## src/rtl/px_seq_pkg.sv

```systemverilog
// Shared types and helpers for the px_seq processor state sequencer.
package px_seq_pkg;

    localparam int PX_MAXW          = 64;
    localparam int DEF_STROB2_TICKS = 3;
    localparam int DEF_GOT_TICKS    = 2;
    localparam int DEF_ALARM_TICKS  = 200;

    typedef enum logic [2:0] {
        PH_S1,
        PH_WAIT,
        PH_HOLD,
        PH_S2,
        PH_GOT
    } px_phase_t;

    typedef struct packed {
        logic [PX_MAXW-1:0] vec;
        logic               multi;
    } px_onehot_t;

    // Isolate the lowest set bit (two's complement trick) and flag any extra bits.
    function automatic px_onehot_t lowest_onehot(input logic [PX_MAXW-1:0] v);
        px_onehot_t r;
        r.vec   = v & (~v + PX_MAXW'(1));
        r.multi = |(v & ~r.vec);
        return r;
    endfunction

endpackage

```

## src/rtl/px_seq_if.sv

```systemverilog
// Handshake bundle between state decode / datapath and the px_seq sequencer.
interface px_seq_if #(
    parameter int NSTATES = 32
);
    logic [NSTATES-1:0] enter;
    logic               zw;
    logic               ok;
    logic               oken;
    logic               mode;
    logic               step;
    logic [NSTATES-1:0] state;
    logic               strob1;
    logic               strob2;
    logic               got;
    logic               busy;
    logic               alarm;
    logic               err_onehot;

    modport master (
        output enter, zw, ok, oken, mode, step,
        input  state, strob1, strob2, got, busy, alarm, err_onehot
    );

    modport slave (
        input  enter, zw, ok, oken, mode, step,
        output state, strob1, strob2, got, busy, alarm, err_onehot
    );
endinterface

```

## src/rtl/px_seq_timer.sv

```systemverilog
// Loadable saturating down-counter; last is high once the count reaches zero.
module px_seq_timer #(
    parameter int TW = 8
) (
    input  logic          clk,
    input  logic          rst,
    input  logic          load,
    input  logic          en,
    input  logic [TW-1:0] ld_val,
    output logic [TW-1:0] cnt,
    output logic          last
);

    always_ff @(posedge clk) begin
        if (rst)
            cnt <= '0;
        else if (load)
            cnt <= ld_val;
        else if (en && cnt != '0)
            cnt <= cnt - TW'(1);
    end

    assign last = (cnt == '0);

endmodule

```

## src/rtl/px_seq.sv

```systemverilog
// One-hot processor state register plus strob1/strob2/got phase sequencer
// with bus-wait, single-step hold and bus timeout alarm.
module px_seq
    import px_seq_pkg::*;
#(
    parameter int                   NSTATES      = 32,
    parameter int                   NCLASS       = 5,
    parameter int                   CW           = 3,
    parameter int                   TW           = 8,
    parameter logic [NSTATES*CW-1:0] STATE_CLASS = '0,
    parameter logic [NSTATES-1:0]   BUS_MASK     = '0,
    parameter logic [NCLASS-1:0]    S2_MASK      = '1,
    parameter logic [NCLASS*TW-1:0] STROB1_TICKS = {NCLASS{TW'(1)}},
    parameter int                   STROB2_TICKS = DEF_STROB2_TICKS,
    parameter int                   GOT_TICKS    = DEF_GOT_TICKS,
    parameter int                   ALARM_TICKS  = DEF_ALARM_TICKS,
    parameter int                   RESET_STATE  = 0
) (
    input  logic      clk,
    input  logic      clo,
    px_seq_if.slave   bus
);

    localparam logic [NSTATES-1:0] RST_VEC  = NSTATES'(1) << RESET_STATE;
    localparam logic [TW-1:0]      S2_LD    = TW'((STROB2_TICKS == 0) ? 0 : STROB2_TICKS - 1);
    localparam logic [TW-1:0]      GOT_LD   = TW'((GOT_TICKS == 0) ? 0 : GOT_TICKS - 1);
    localparam logic [TW-1:0]      ALARM_LD = TW'(ALARM_TICKS);

    function automatic logic [CW-1:0] class_of(input logic [NSTATES-1:0] st);
        logic [CW-1:0] c;
        c = '0;
        for (int i = 0; i < NSTATES; i++)
            if (st[i]) c |= STATE_CLASS[i*CW +: CW];
        return c;
    endfunction

    // Timer holds length-1, so a programmed 0 behaves like 1.
    function automatic logic [TW-1:0] s1_ld(input logic [CW-1:0] c);
        logic [TW-1:0] t;
        if (int'(c) < NCLASS) t = STROB1_TICKS[int'(c)*TW +: TW];
        else                  t = TW'(1);
        return (t == '0) ? '0 : t - TW'(1);
    endfunction

    px_phase_t          phase_q, phase_d;
    px_phase_t          after_s1, after_wait, after_hold;
    logic [NSTATES-1:0] state_q, state_d;
    logic               run_q;
    logic               step_q, step_rise;
    logic               hs, is_bus, s2_en;
    logic [CW-1:0]      cls_q;
    logic               err_d, alarm_d;
    logic               strob1_q, strob2_q, got_q, busy_q, alarm_q, err_q;
    px_onehot_t         ent;

    logic               tmr_load, tmr_last;
    logic [TW-1:0]      tmr_ld, tmr_cnt;

    px_seq_timer #(.TW(TW)) u_tmr (
        .clk    (clk),
        .rst    (clo),
        .load   (tmr_load),
        .en     (1'b1),
        .ld_val (tmr_ld),
        .cnt    (tmr_cnt),
        .last   (tmr_last)
    );

    assign ent       = lowest_onehot(PX_MAXW'(bus.enter));
    assign cls_q     = class_of(state_q);
    assign is_bus    = |(state_q & BUS_MASK);
    assign s2_en     = (int'(cls_q) < NCLASS) ? S2_MASK[cls_q] : 1'b1;
    assign hs        = bus.zw & bus.oken & bus.ok;
    assign step_rise = bus.step & ~step_q;

    assign after_hold = s2_en    ? PH_S2   : PH_GOT;
    assign after_wait = bus.mode ? PH_HOLD : after_hold;
    assign after_s1   = is_bus   ? PH_WAIT : after_wait;

    always_comb begin
        phase_d = phase_q;
        state_d = state_q;
        err_d   = 1'b0;
        if (!run_q) begin
            phase_d = PH_S1;
        end else begin
            unique case (phase_q)
                PH_S1:   if (tmr_last)        phase_d = after_s1;
                PH_WAIT: if (hs || tmr_last)  phase_d = after_wait;
                PH_HOLD: if (step_rise)       phase_d = after_hold;
                PH_S2:   if (tmr_last)        phase_d = PH_GOT;
                PH_GOT: begin
                    if (tmr_last) begin
                        phase_d = PH_S1;
                        state_d = (|bus.enter) ? ent.vec[NSTATES-1:0] : RST_VEC;
                        err_d   = ent.multi;
                    end
                end
                default: phase_d = PH_S1;
            endcase
        end
    end

    always_comb begin
        tmr_load = (phase_d != phase_q) || !run_q;
        tmr_ld   = '0;
        unique case (phase_d)
            PH_S1:   tmr_ld = s1_ld(class_of(state_d));
            PH_WAIT: tmr_ld = ALARM_LD;
            PH_S2:   tmr_ld = S2_LD;
            PH_GOT:  tmr_ld = GOT_LD;
            default: tmr_ld = '0;
        endcase
    end

    // Alarm is registered, so it is raised on the edge entering the final WAIT cycle.
    always_comb begin
        alarm_d = 1'b0;
        if (phase_d == PH_WAIT) begin
            if (phase_q != PH_WAIT) alarm_d = (ALARM_TICKS == 0);
            else                    alarm_d = (tmr_cnt == TW'(1));
        end
    end

    always_ff @(posedge clk) begin
        if (clo) begin
            phase_q  <= PH_S1;
            state_q  <= RST_VEC;
            run_q    <= 1'b0;
            step_q   <= 1'b1;
            strob1_q <= 1'b0;
            strob2_q <= 1'b0;
            got_q    <= 1'b0;
            busy_q   <= 1'b1;
            alarm_q  <= 1'b0;
            err_q    <= 1'b0;
        end else begin
            phase_q  <= phase_d;
            state_q  <= state_d;
            run_q    <= 1'b1;
            step_q   <= bus.step;
            strob1_q <= (phase_d == PH_S1);
            strob2_q <= (phase_d == PH_S2);
            got_q    <= (phase_d == PH_GOT);
            busy_q   <= (phase_d != PH_HOLD);
            alarm_q  <= alarm_d;
            err_q    <= err_d;
        end
    end

    assign bus.state      = state_q;
    assign bus.strob1     = strob1_q;
    assign bus.strob2     = strob2_q;
    assign bus.got        = got_q;
    assign bus.busy       = busy_q;
    assign bus.alarm      = alarm_q;
    assign bus.err_onehot = err_q;

endmodule

```

## src/flat_wrapper.sv

```systemverilog
// flat-port wrapper written by rule: the top's interface ports become plain ports
module px_seq_flat import px_seq_pkg::*;
#(
    parameter int                   NSTATES      = 32,
    parameter int                   NCLASS       = 5,
    parameter int                   CW           = 3,
    parameter int                   TW           = 8,
    parameter logic [NSTATES*CW-1:0] STATE_CLASS = '0,
    parameter logic [NSTATES-1:0]   BUS_MASK     = '0,
    parameter logic [NCLASS-1:0]    S2_MASK      = '1,
    parameter logic [NCLASS*TW-1:0] STROB1_TICKS = {NCLASS{TW'(1)}},
    parameter int                   STROB2_TICKS = DEF_STROB2_TICKS,
    parameter int                   GOT_TICKS    = DEF_GOT_TICKS,
    parameter int                   ALARM_TICKS  = DEF_ALARM_TICKS,
    parameter int                   RESET_STATE  = 0
)
  (clk, clo, bus_enter, bus_zw, bus_ok, bus_oken, bus_mode, bus_step, bus_state, bus_strob1, bus_strob2, bus_got, bus_busy, bus_alarm, bus_err_onehot);
  px_seq_if #(.NSTATES(NSTATES)) bus_i ();
  input  logic clk;
  input  logic clo;
  input wire logic [$bits(bus_i.enter)-1:0] bus_enter;
  input wire logic [$bits(bus_i.zw)-1:0] bus_zw;
  input wire logic [$bits(bus_i.ok)-1:0] bus_ok;
  input wire logic [$bits(bus_i.oken)-1:0] bus_oken;
  input wire logic [$bits(bus_i.mode)-1:0] bus_mode;
  input wire logic [$bits(bus_i.step)-1:0] bus_step;
  output wire logic [$bits(bus_i.state)-1:0] bus_state;
  output wire logic [$bits(bus_i.strob1)-1:0] bus_strob1;
  output wire logic [$bits(bus_i.strob2)-1:0] bus_strob2;
  output wire logic [$bits(bus_i.got)-1:0] bus_got;
  output wire logic [$bits(bus_i.busy)-1:0] bus_busy;
  output wire logic [$bits(bus_i.alarm)-1:0] bus_alarm;
  output wire logic [$bits(bus_i.err_onehot)-1:0] bus_err_onehot;
  assign bus_i.enter = bus_enter;
  assign bus_i.zw = bus_zw;
  assign bus_i.ok = bus_ok;
  assign bus_i.oken = bus_oken;
  assign bus_i.mode = bus_mode;
  assign bus_i.step = bus_step;
  assign bus_state = bus_i.state;
  assign bus_strob1 = bus_i.strob1;
  assign bus_strob2 = bus_i.strob2;
  assign bus_got = bus_i.got;
  assign bus_busy = bus_i.busy;
  assign bus_alarm = bus_i.alarm;
  assign bus_err_onehot = bus_i.err_onehot;
  px_seq #(.NSTATES(NSTATES), .NCLASS(NCLASS), .CW(CW), .TW(TW), .STATE_CLASS(STATE_CLASS), .BUS_MASK(BUS_MASK), .S2_MASK(S2_MASK), .STROB1_TICKS(STROB1_TICKS), .STROB2_TICKS(STROB2_TICKS), .GOT_TICKS(GOT_TICKS), .ALARM_TICKS(ALARM_TICKS), .RESET_STATE(RESET_STATE)) u_core (.clk(clk), .clo(clo), .bus(bus_i));
endmodule
```

## config.mk

```make
export PLATFORM = sky130hd
export DESIGN_NAME = px_seq_flat
export DESIGN_NICKNAME = d
export VERILOG_FILES = /design/src/rtl/px_seq_pkg.sv /design/src/rtl/px_seq_if.sv /design/src/rtl/px_seq_timer.sv /design/src/rtl/px_seq.sv /design/src/flat_wrapper.sv
export SDC_FILE = /design/constraint.sdc
export NUM_CORES = 1
export LEC_CHECK = 0
export ABC_AREA = 1
export BUFFER_PORTS_ARGS = -buffer_cell sky130_fd_sc_hd__buf_2
export CORE_UTILIZATION = 45
export DETAILED_ROUTE_END_ITERATION = 10
export GPL_TIMING_DRIVEN = 0
export PLACE_DENSITY_LB_ADDON = 0.25
export SETUP_SLACK_MARGIN = 0.15
export SLEW_MARGIN = 20
export SYNTH_ARGS = -nofsm -noshare
export SYNTH_HDL_FRONTEND = slang
export SYNTH_SLANG_ARGS = --single-unit
export TNS_END_PERCENT = 100
```

## constraint.sdc

```tcl
create_clock -name clk -period 5.15 [get_ports clk]
set_input_delay 0.515 -clock clk [delete_from_list [all_inputs] [get_ports clk]]
set_output_delay 0.515 -clock clk [all_outputs]
set_load 0.02 [all_outputs]
```

==> results by group, run 1 <==
Logic synthesis
  • Synth cell count leaders: nand2_1, nor2_1, dfxtp_1
  • Synth Cell Area: about 0.0028 mm2
  • Gate Count Post-Synth: roughly 430
  • Sequential area share after synthesis: 0.363
  • Post-synth EDFFs: 0
  • Synthesized Nets: roughly 470
  • Area leader, netlist: dfxtp_1
  • Top-area cell type share of the netlist area: 0.363
  • Ys flop type: dfxtp_1
  • Netlist cell types: 30
  • Synthesized area per cell: 6.49 um2
  • Synth async-reset ratio: 0
  • Number of synthesized register bits: between 50 and 60
  • Synth Warn #: 0
  • Count leader, synth: nand2_1
  • Area contributors post-synth: dfxtp_1, nand2_1, nor2_1

Timing
  • RSZ-0062 raised after global routing: false
  • Crit path time final: a little over 2000 ps
  • Slew @ Worst Pin: ~500 ps
  • Rel. slew slack: 0.668
  • Fmax: between 0.4 and 0.5 GHz
  • Slew Viols, Final: 0
  • Hold Vio Cnt, Final: 0
  • Fin Clk Skew: roughly 5.0 ps
  • Final period utilization: 0.395
  • Post-route setup TNS: 0 ps
  • Final Setup Violations: 0

Worst setup path
  • Worst-path cell chain: inv_1, ha_1, nand2_2, inv_1, nand2_1, nand2_1, nand3_1, nand2_1, nand2_1, nand2_2, inv_2, nand3_2, nand2_1, nand2_1, nor2_1, nor2_1
  • WP buf/inv: 3
  • Setup Crit Path Kind: reg -> reg
  • Crit-path max FO: 4
  • Delay-heaviest family, CP: simple AND/OR/NAND/NOR gates
  • Slowest stage cell, crit path: dfxtp_1
  • CP startpoint kind: register
  • Slowest Stage Delay on Critical Path: around 380 ps
  • Worst Path Arrival: about 2200 ps
  • CP Data Required Time: 5340 ps
  • CP dominant cell by count: nand2_1
  • Crit path capture type: register

Finish
  • Final non-filler cell total: around 590
  • Fin nets: about 560
  • Area Overhead vs Synth: 20.4%
  • Fraction of layout instances using a drive strength above 1: 0.217
  • Diodes inserted: 0

Clock tree
  • Clock Tree Root: clkbuf_8
  • Clock transition at path regs: 90 ps
  • Clock Sinks: around 50
  • H-tree Lvls: 2
  • Resized Gates After CTS: 0
  • Setup bufs post-CTS: 0
  • TritonCTS Buffers: 5
  • Buffer depth of the longest clock path: 2
  • Cts hold-fix bufs: 0
  • CTS tree: built
  • Clock Latency Late Sink: 310 ps

Detailed routing
  • Remaining DRCs: 0
  • Drt pass-1 iters: 4
  • Routed vias/inst: 5.20
  • Routed vias: slightly above 3k
  • DRT iter0 DRCs: between 100 and 150
  • Routed Antenna Nets: 0
  • Routed len/inst: between 10 and 15 um
  • WL final: about 7300 um

Global route
  • First-pass GRT wire length: 11900 um
  • GR Overflow Total: 0
  • Pin count of the biggest net entering global routing: 15
  • Vias in the first global route: between 2k and 3k
  • Total track usage: 0.232
  • Initial antenna violation count: 0

Placed design
  • Buffers on Ports: 76
  • GPL Wtd Cong: ~0.92
  • Placed cells: a little under 600
  • HPWL after DPL: 5890 um

Die
  • Row count: 28
  • Die Height: approximately 80 um
  • Core ar.: 0.00599 mm2
  • Die W: 81.0 um
  • IO Pins: between 70 and 80
  • Full die area: ~0.0066 mm2
  • Initial core utilization: 0.469

Status
  • Status: complete, no violations

Pwr
  • Largest vdd supply drop: 0.000425 V
  • Power Total: about 1.4 mW
  • Cell area power density: just over 400 mW/mm2
  • Leak Pwr: roughly 1.6 nW

Worst hold path
  • Worst min path class: in -> reg

Flow run
  • Maxcap violations: 0
logic make-up (layout without fill, tap and decap cells):
logic type | Yosys count | count (layout) | share of synthesized area
AOI/OAI and AO/OA | 55 | 55 | 0.106
xor gates and xnor gates | 7 | 7 | 0.0218
adders and majority gates | 2 | 2 | 0.00890
buffers and inverters | 54 | 138 | 0.0761
DFF | 51 | 51 | 0.363
and+or+nand+nor | 264 | 264 | 0.424
through the flow:
stage                     hold WS, ps  utilization  worst slack, ps  cell area [um2]
final                             387        0.565             3120             3390
after global routing              395        0.565             2960             3390
after CTS                         389        0.565             3130             3390
after detailed placement          456        0.548             2970             3290
after global placement            454        0.548             2970             3290
after floorplan                   517            -             3410             2810
metal layers:
metal,part of all wire,global-route usage,wire [um],up-vias
li1,-,-,-,1585
met1,0.43,0.278,3150,1402
met2,0.50,0.414,3630,81
met3,0.045,0.0326,331,11
met4,0.022,0.0911,163,0
met5,0,0,0,-
placed cells by master (no fill, tap or decap), drive strengths merged:
master	n
nand2	110
buf	80
nor2	75
dfxtp	51
nand3	44
inv	44
a21oi	34
o21ai	17
nand4	14
clkbuf	14
nor3	13
nor4	5
xor2	4
xnor2	3
nand3b	2
ha	2
a221oi	1
or2	1
a31oi	1
a22oi	1
o41ai	1
sequential cells by signal (all words and copies together) (netlist names):
| signal | flops |
|---|---|
| u_core.bus.alarm | 1 |
| u_core.bus.busy | 1 |
| u_core.bus.err_onehot | 1 |
| u_core.bus.got | 1 |
| u_core.bus.state | 32 |
| u_core.bus.strob1 | 1 |
| u_core.bus.strob2 | 1 |
| u_core.phase_q | 3 |
| u_core.run_q | 1 |
| u_core.step_q | 1 |
| u_core.u_tmr.cnt | 8 |
power by group:
| part | switching [mW] | leakage [nW] | total [mW] | internal, mW |
|---|---|---|---|---|
| Combinational | 0.438 | 1.13 | 0.662 | 0.224 |
| Sequential | 0.0343 | 0.413 | 0.475 | 0.441 |
| Clock | 0.132 | 0.0515 | 0.255 | 0.123 |
| Total | 0.604 | 1.59 | 1.39 | 0.788 |
worst min-delay path, stage by stage:
cell     delay [ps]
buf_2            70
inv_1            40
nand2_1          40
area by class of cell:
cell class	count	area [um2]
fill	625	2610
multi-input combinational	328	1580
sequential	51	1020
timing repair buffer	76	380
inverter	44	165
clock buffer	8	100
tap	75	93.8
buffer	10	48.8
worst paths after layout:
check	start	end	slack, ps	cells after the start
max	u_core.u_tmr.cnt[0]$_SDFFE_PP0P_	u_core.u_tmr.cnt[1]$_SDFFE_PP0P_	3120	16
min	bus_step	u_core.step_q$_SDFF_PP1_	390	3
max reg2reg	u_core.u_tmr.cnt[0]$_SDFFE_PP0P_	u_core.u_tmr.cnt[1]$_SDFFE_PP0P_	3120	16
min reg2reg	u_core.bus.state[15]$_SDFFE_PP0P_	u_core.bus.state[15]$_SDFFE_PP0P_	470	2
(Power assumes the default switching activity.)
==> run 2: changes to the inputs <==
- clock period: 5.15 -> 1.9 ns (I/O delays scaled with it)
==> results by group, run 2 (synthesis gave the netlist of run 1 again) <==
Timing
  • Fmax: ~0.57 GHz
  • Final period utilization: 0.924
  • Final Setup Violations: 0
  • Crit path time final: roughly 1800 ps
  • RSZ-0062 raised after global routing: true
  • Slew @ Worst Pin: around 530 ps
  • Slew Viols, Final: 0
  • Fin Clk Skew: between 6 and 7 ps
  • Rel. slew slack: 0.646
  • Hold Vio Cnt, Final: 0

Worst setup path
  • Slowest stage cell, crit path: dfxtp_2
  • Slowest Stage Delay on Critical Path: 340 ps
  • Crit-path max FO: 5
  • Reg2reg start: u_core.u_tmr.cnt[1]$_SDFFE_PP0P_
  • Setup Crit Path Kind: reg -> reg
  • Internal reg-to-reg setup slack: 140 ps
  • CP dominant cell by count: nand2_4
  • CP startpoint kind: register
  • Worst-path cell chain: inv_2, ha_4, nand2_4, nor2_4, nor2_1, nand2_1, nand3_4, nand2_4, nand2_4, a21oi_4, nand2_2, a22oi_1
  • Worst Path Arrival: between 1500 and 2000 ps
  • Worst Reg2Reg Path Length in Cells: 12
  • Crit path capture type: register
  • CP Data Required Time: approximately 2100 ps
  • Reg-to-reg endpoint: u_core.u_tmr.cnt[0]$_SDFFE_PP0P_

Finish
  • FILL cells: 584
  • Area Overhead vs Synth: 28.7%
  • Largest register FFs: 32
  • Diodes inserted: 0
  • Fin nets: approximately 570
  • Fraction of layout instances using a drive strength above 1: 0.290
  • Commonest cells after routing, fill and taps aside: nand2_1, buf_2, nor2_1, dfxtp_1, nand3_1
  • Final instance area: about 0.0036 mm2
  • Most common cell after layout, fill and taps aside: nand2_1
  • Fin util: 0.604

Global route
  • Met3 Resource Use GR: 0.0315
  • First-pass GRT wire length: approximately 12000 um
  • Met1 usage: 0.291
  • Pin count of the biggest net entering global routing: 15
  • Vias in the first global route: 2883
  • Initial antenna violation count: 0
  • GR Overflow Total: 0
  • Grt met2 use: 0.431
  • Total track usage: 0.241
  • Busiest grt layer: met2

Placed design
  • Placed instance area: around 0.0033 mm2
  • GPL Wtd Cong: 0.919
  • Buffers on Ports: 76
  • HPWL after DPL: around 5900 um

Clock tree
  • Cts hold-fix bufs: 0
  • CTS tree: built
  • H-tree Lvls: 2
  • Clock Latency Late Sink: approximately 310 ps
  • Clock Tree Root: clkbuf_8
  • Buffer depth of the longest clock path: 2
  • Clock Sinks: between 50 and 60
  • TritonCTS Buffers: 5
  • Clock transition at path regs: about 90 ps

Worst hold path
  • Hold Path Origin: bus_step
  • Worst Hold Path EP: u_core.step_q$_SDFF_PP1_
  • WHS Path Cells: 3
  • Worst min path class: in -> reg

Die
  • Die Height: approximately 80 um
  • Full die area: 0.00657 mm2
  • Initial core utilization: 0.469
  • Die W: between 80 and 90 um
  • Row count: 28
  • IO Pins: 77
  • Core ar.: between 0.005 and 0.006 mm2

Pwr
  • Largest vdd supply drop: 0.00122 V
  • Leak Pwr: approximately 1.7 nW
  • Cell area power density: about 1200 mW/mm2

Detailed routing
  • Routed vias/inst: about 5.2
  • Routed len/inst: between 10 and 15 um
  • Drt pass-1 iters: 4
  • WL final: between 7000 and 8000 um
  • Routed vias: approximately 3.1k
  • Remaining DRCs: 0
  • Routed Antenna Nets: 0
  • DRT iter0 DRCs: 130

Status
  • Status: complete, no violations

Flow run
  • Maxcap violations: 0
run 2: changes by cell type in the layout (fill, tap and decap cells not counted), sizes merged:
cell / change
clkbuf: +1
inv: -1
buf: +9
clkinv: +1
run 2: stage by stage:
stage	hold WS [ps]	std cells	power (mW)	TNS (ps)	worst slack [ps]
after global routing	71.5	602	4.65	0	37.8
after global placement	376	584	3.04	-169	-33.7
after detailed placement	385	584	3.10	-729	-108
after floorplan	286	433	2.67	0	163
final	61.9	602	4.37	0	145
after CTS	63.6	596	4.06	0	149
run 2: routing by layer:
metal	share of wire	vias up
li1	-	1609
met1	0.43	1434
met2	0.51	81
met3	0.040	14
met4	0.021	0
met5	0	-
run 2: what timing repair did:
item                                   4_1_cts  5_1_grt
pin swaps                                    5       10
endpoints found under the hold margin        0        0
setup endpoints to repair                   36       37
buffers inserted                             4        6
gates resized for setup                     19       30
run 2: power by group:
group,switching (mW),internal (mW),leakage [nW],total (mW)
Combinational,1.47,0.870,1.20,2.34
Sequential,0.120,1.21,0.416,1.33
Clock,0.362,0.333,0.0515,0.696
Total,1.96,2.41,1.67,4.37
run 2: worst max-delay path by stage:
stage,to,start
2_1_floorplan,u_core.u_tmr.cnt[1]$_SDFFE_PP0P_,u_core.u_tmr.cnt[0]$_SDFFE_PP0P_
3_3_place_gp,u_core.u_tmr.cnt[1]$_SDFFE_PP0P_,u_core.u_tmr.cnt[0]$_SDFFE_PP0P_
3_5_place_dp,u_core.u_tmr.cnt[1]$_SDFFE_PP0P_,u_core.u_tmr.cnt[0]$_SDFFE_PP0P_
4_1_cts,u_core.u_tmr.cnt[1]$_SDFFE_PP0P_,u_core.u_tmr.cnt[5]$_SDFFE_PP0P_
5_1_grt,u_core.u_tmr.cnt[1]$_SDFFE_PP0P_,u_core.u_tmr.cnt[1]$_SDFFE_PP0P_
6_report,u_core.u_tmr.cnt[0]$_SDFFE_PP0P_,u_core.u_tmr.cnt[1]$_SDFFE_PP0P_
run 2: area by class of cell:
cell class | instances | area [um2] | area share
clock buffers | 8 | 100 | 0.0277
repair buffers | 86 | 455 | 0.126
inverters | 44 | 173 | 0.0477
flip-flops and latches | 51 | 1030 | 0.285
plain buffers | 10 | 56.3 | 0.0156
well taps | 75 | 93.8 | 0.0259
multi-input cells | 328 | 1710 | 0.472
run 2: worst max-delay path: cells and delay by family (launching register included):
kind                       cells  cell delay, ps
DFF                            1             340
adders and majority gates      1             140
buffers and inverters          1              80
AOI/OAI and AO/OA              2             300
and+or+nand+nor                8             820
==> run 3: changes to the inputs <==
- RECOVER_POWER: not set -> 100
==> results by group, run 3 (synthesis gave the netlist of run 1 again) <==
Status
  • Status: complete, no violations

Clock tree
  • Clock Tree Root: clkbuf_8
  • TritonCTS Buffers: 5
  • Clock transition at path regs: approximately 90 ps
  • Cts hold-fix bufs: 0
  • Buffer depth of the longest clock path: 2
  • Clock Sinks: ~50
  • Clock Latency Late Sink: slightly above 300 ps
  • CTS tree: built
  • H-tree Lvls: 2

Die
  • Core ar.: between 0.005 and 0.006 mm2
  • IO Pins: 77
  • Full die area: around 0.0066 mm2
  • Die W: 81.0 um
  • Row count: 28
  • Initial core utilization: 0.469
  • Die Height: ~81 um

Detailed routing
  • Remaining DRCs: 0
  • Routed vias/inst: approximately 5.3
  • Routed Antenna Nets: 0
  • DRT iter0 DRCs: approximately 140
  • WL final: 7880 um
  • Routed len/inst: around 13 um
  • Drt pass-1 iters: 4
  • Routed vias: 3161

Finish
  • Fin nets: roughly 570
  • Fraction of layout instances using a drive strength above 1: 0.214
  • Most common cell after layout, fill and taps aside: nand2_1
  • Area Overhead vs Synth: 27.0%
  • Commonest cells after routing, fill and taps aside: nand2_1, nor2_1, dfxtp_1, clkbuf_1, buf_2
  • Fin util: 0.596
  • Diodes inserted: 0
  • Largest register FFs: 32

Timing
  • Slew Viols, Final: 0
  • Hold Vio Cnt, Final: 0
  • Final period utilization: 0.935
  • Fmax: 0.563 GHz
  • Slew @ Worst Pin: between 500 and 600 ps
  • Rel. slew slack: 0.647
  • Fin Clk Skew: around 5 ps
  • RSZ-0062 raised after global routing: true
  • Crit path time final: around 1800 ps
  • Final Setup Violations: 0

Pwr
  • Cell area power density: ~1200 mW/mm2
  • Leak Pwr: around 1.5 nW
  • Largest vdd supply drop: approximately 0.0012 V
  • Power Total: 4.36 mW

Flow run
  • Maxcap violations: 0

Worst setup path
  • CP dominant cell by count: nand2_4
  • Critical path startpoint: u_core.u_tmr.cnt[1]$_SDFFE_PP0P_
  • Crit-path max FO: 5
  • CP Data Required Time: approximately 2100 ps
  • Worst-path cell chain: inv_2, ha_4, nand2_4, nor2_4, nor2_1, nand2_1, nand3_4, nand2_4, nand2_4, a21oi_4, nand2_2, a22oi_1
  • Setup Crit Path Kind: reg -> reg
  • Reg2reg start: u_core.u_tmr.cnt[1]$_SDFFE_PP0P_
  • Crit path capture type: register
  • CP startpoint kind: register
  • Slowest stage cell, crit path: dfxtp_1
  • Slowest Stage Delay on Critical Path: roughly 340 ps
  • Worst Path Arrival: around 2000 ps

Global route
  • Pin count of the biggest net entering global routing: 15
  • GR Overflow Total: 0
  • First-pass GRT wire length: between 10000 and 15000 um
  • Initial antenna violation count: 0
  • Total track usage: 0.241
  • Vias in the first global route: approximately 2.9k

Worst hold path
  • Worst min path class: in -> reg
  • Hold Path Origin: bus_step

Placed design
  • HPWL after DPL: a little under 6000 um
  • GPL Wtd Cong: around 0.92
  • Buffers on Ports: 76
run 3: cell type report:
type,instances,area [um2]
fillers,608,2420
multi-input cells,328,1710
flip-flops and latches,51,1030
repair buffers,86,408
inverters,44,173
clock buffers,8,100
well taps,75,93.8
plain buffers,10,55.1
run 3: worst max-delay path, delay by kind of cell (launching register included):
family,cells,cell delay [ps]
simple gates,8,820
fa+ha+maj,1,140
flops,1,340
compound gates,2,320
buf+inv,1,80
run 3: final timing paths:
kind / end / slack, ps / cells after the start
hold / removal: u_core.step_q$_SDFF_PP1_ / 60 / 3
setup reg to reg: u_core.u_tmr.cnt[0]$_SDFFE_PP0P_ / 120 / 12
setup / recovery: u_core.u_tmr.cnt[0]$_SDFFE_PP0P_ / 120 / 12
hold reg to reg: u_core.bus.state[15]$_SDFFE_PP0P_ / 470 / 2
run 3: per-stage QoR:
| stage | TNS, ps | hold WS (ps) | instance area, um2 | worst slack (ps) | instances |
|---|---|---|---|---|---|
| finish | 0 | 64.3 | 3570 | 123 | 602 |
| floorplan | 0 | 286 | 2810 | 163 | 433 |
| global placement | -169 | 376 | 3290 | -33.7 | 584 |
| global route | 0 | 71.5 | 3570 | 20.6 | 602 |
| detailed placement | -729 | 385 | 3290 | -108 | 584 |
| CTS | 0 | 63.6 | 3490 | 149 | 596 |
run 3: power breakdown:
group,total [mW],internal [mW],switching (mW),leakage (nW)
Combinational,2.34,0.858,1.48,1.04
Clock,0.692,0.333,0.359,0.0515
Sequential,1.33,1.21,0.121,0.416
run 3: what timing repair did:
item	CTS	global route
gates resized for setup	19	30
pin swaps	5	10
buffers inserted	4	6
setup endpoints to repair	36	37
gates cloned	0	0
run 3: metal layers:
metal	routed length [um]	up-vias	share of wire	track usage
met5	0	-	0	0
met4	148	0	0.019	0.0893
met3	365	11	0.046	0.0315
li1	-	1612	-	-
met2	4030	91	0.51	0.431
met1	3330	1447	0.42	0.291
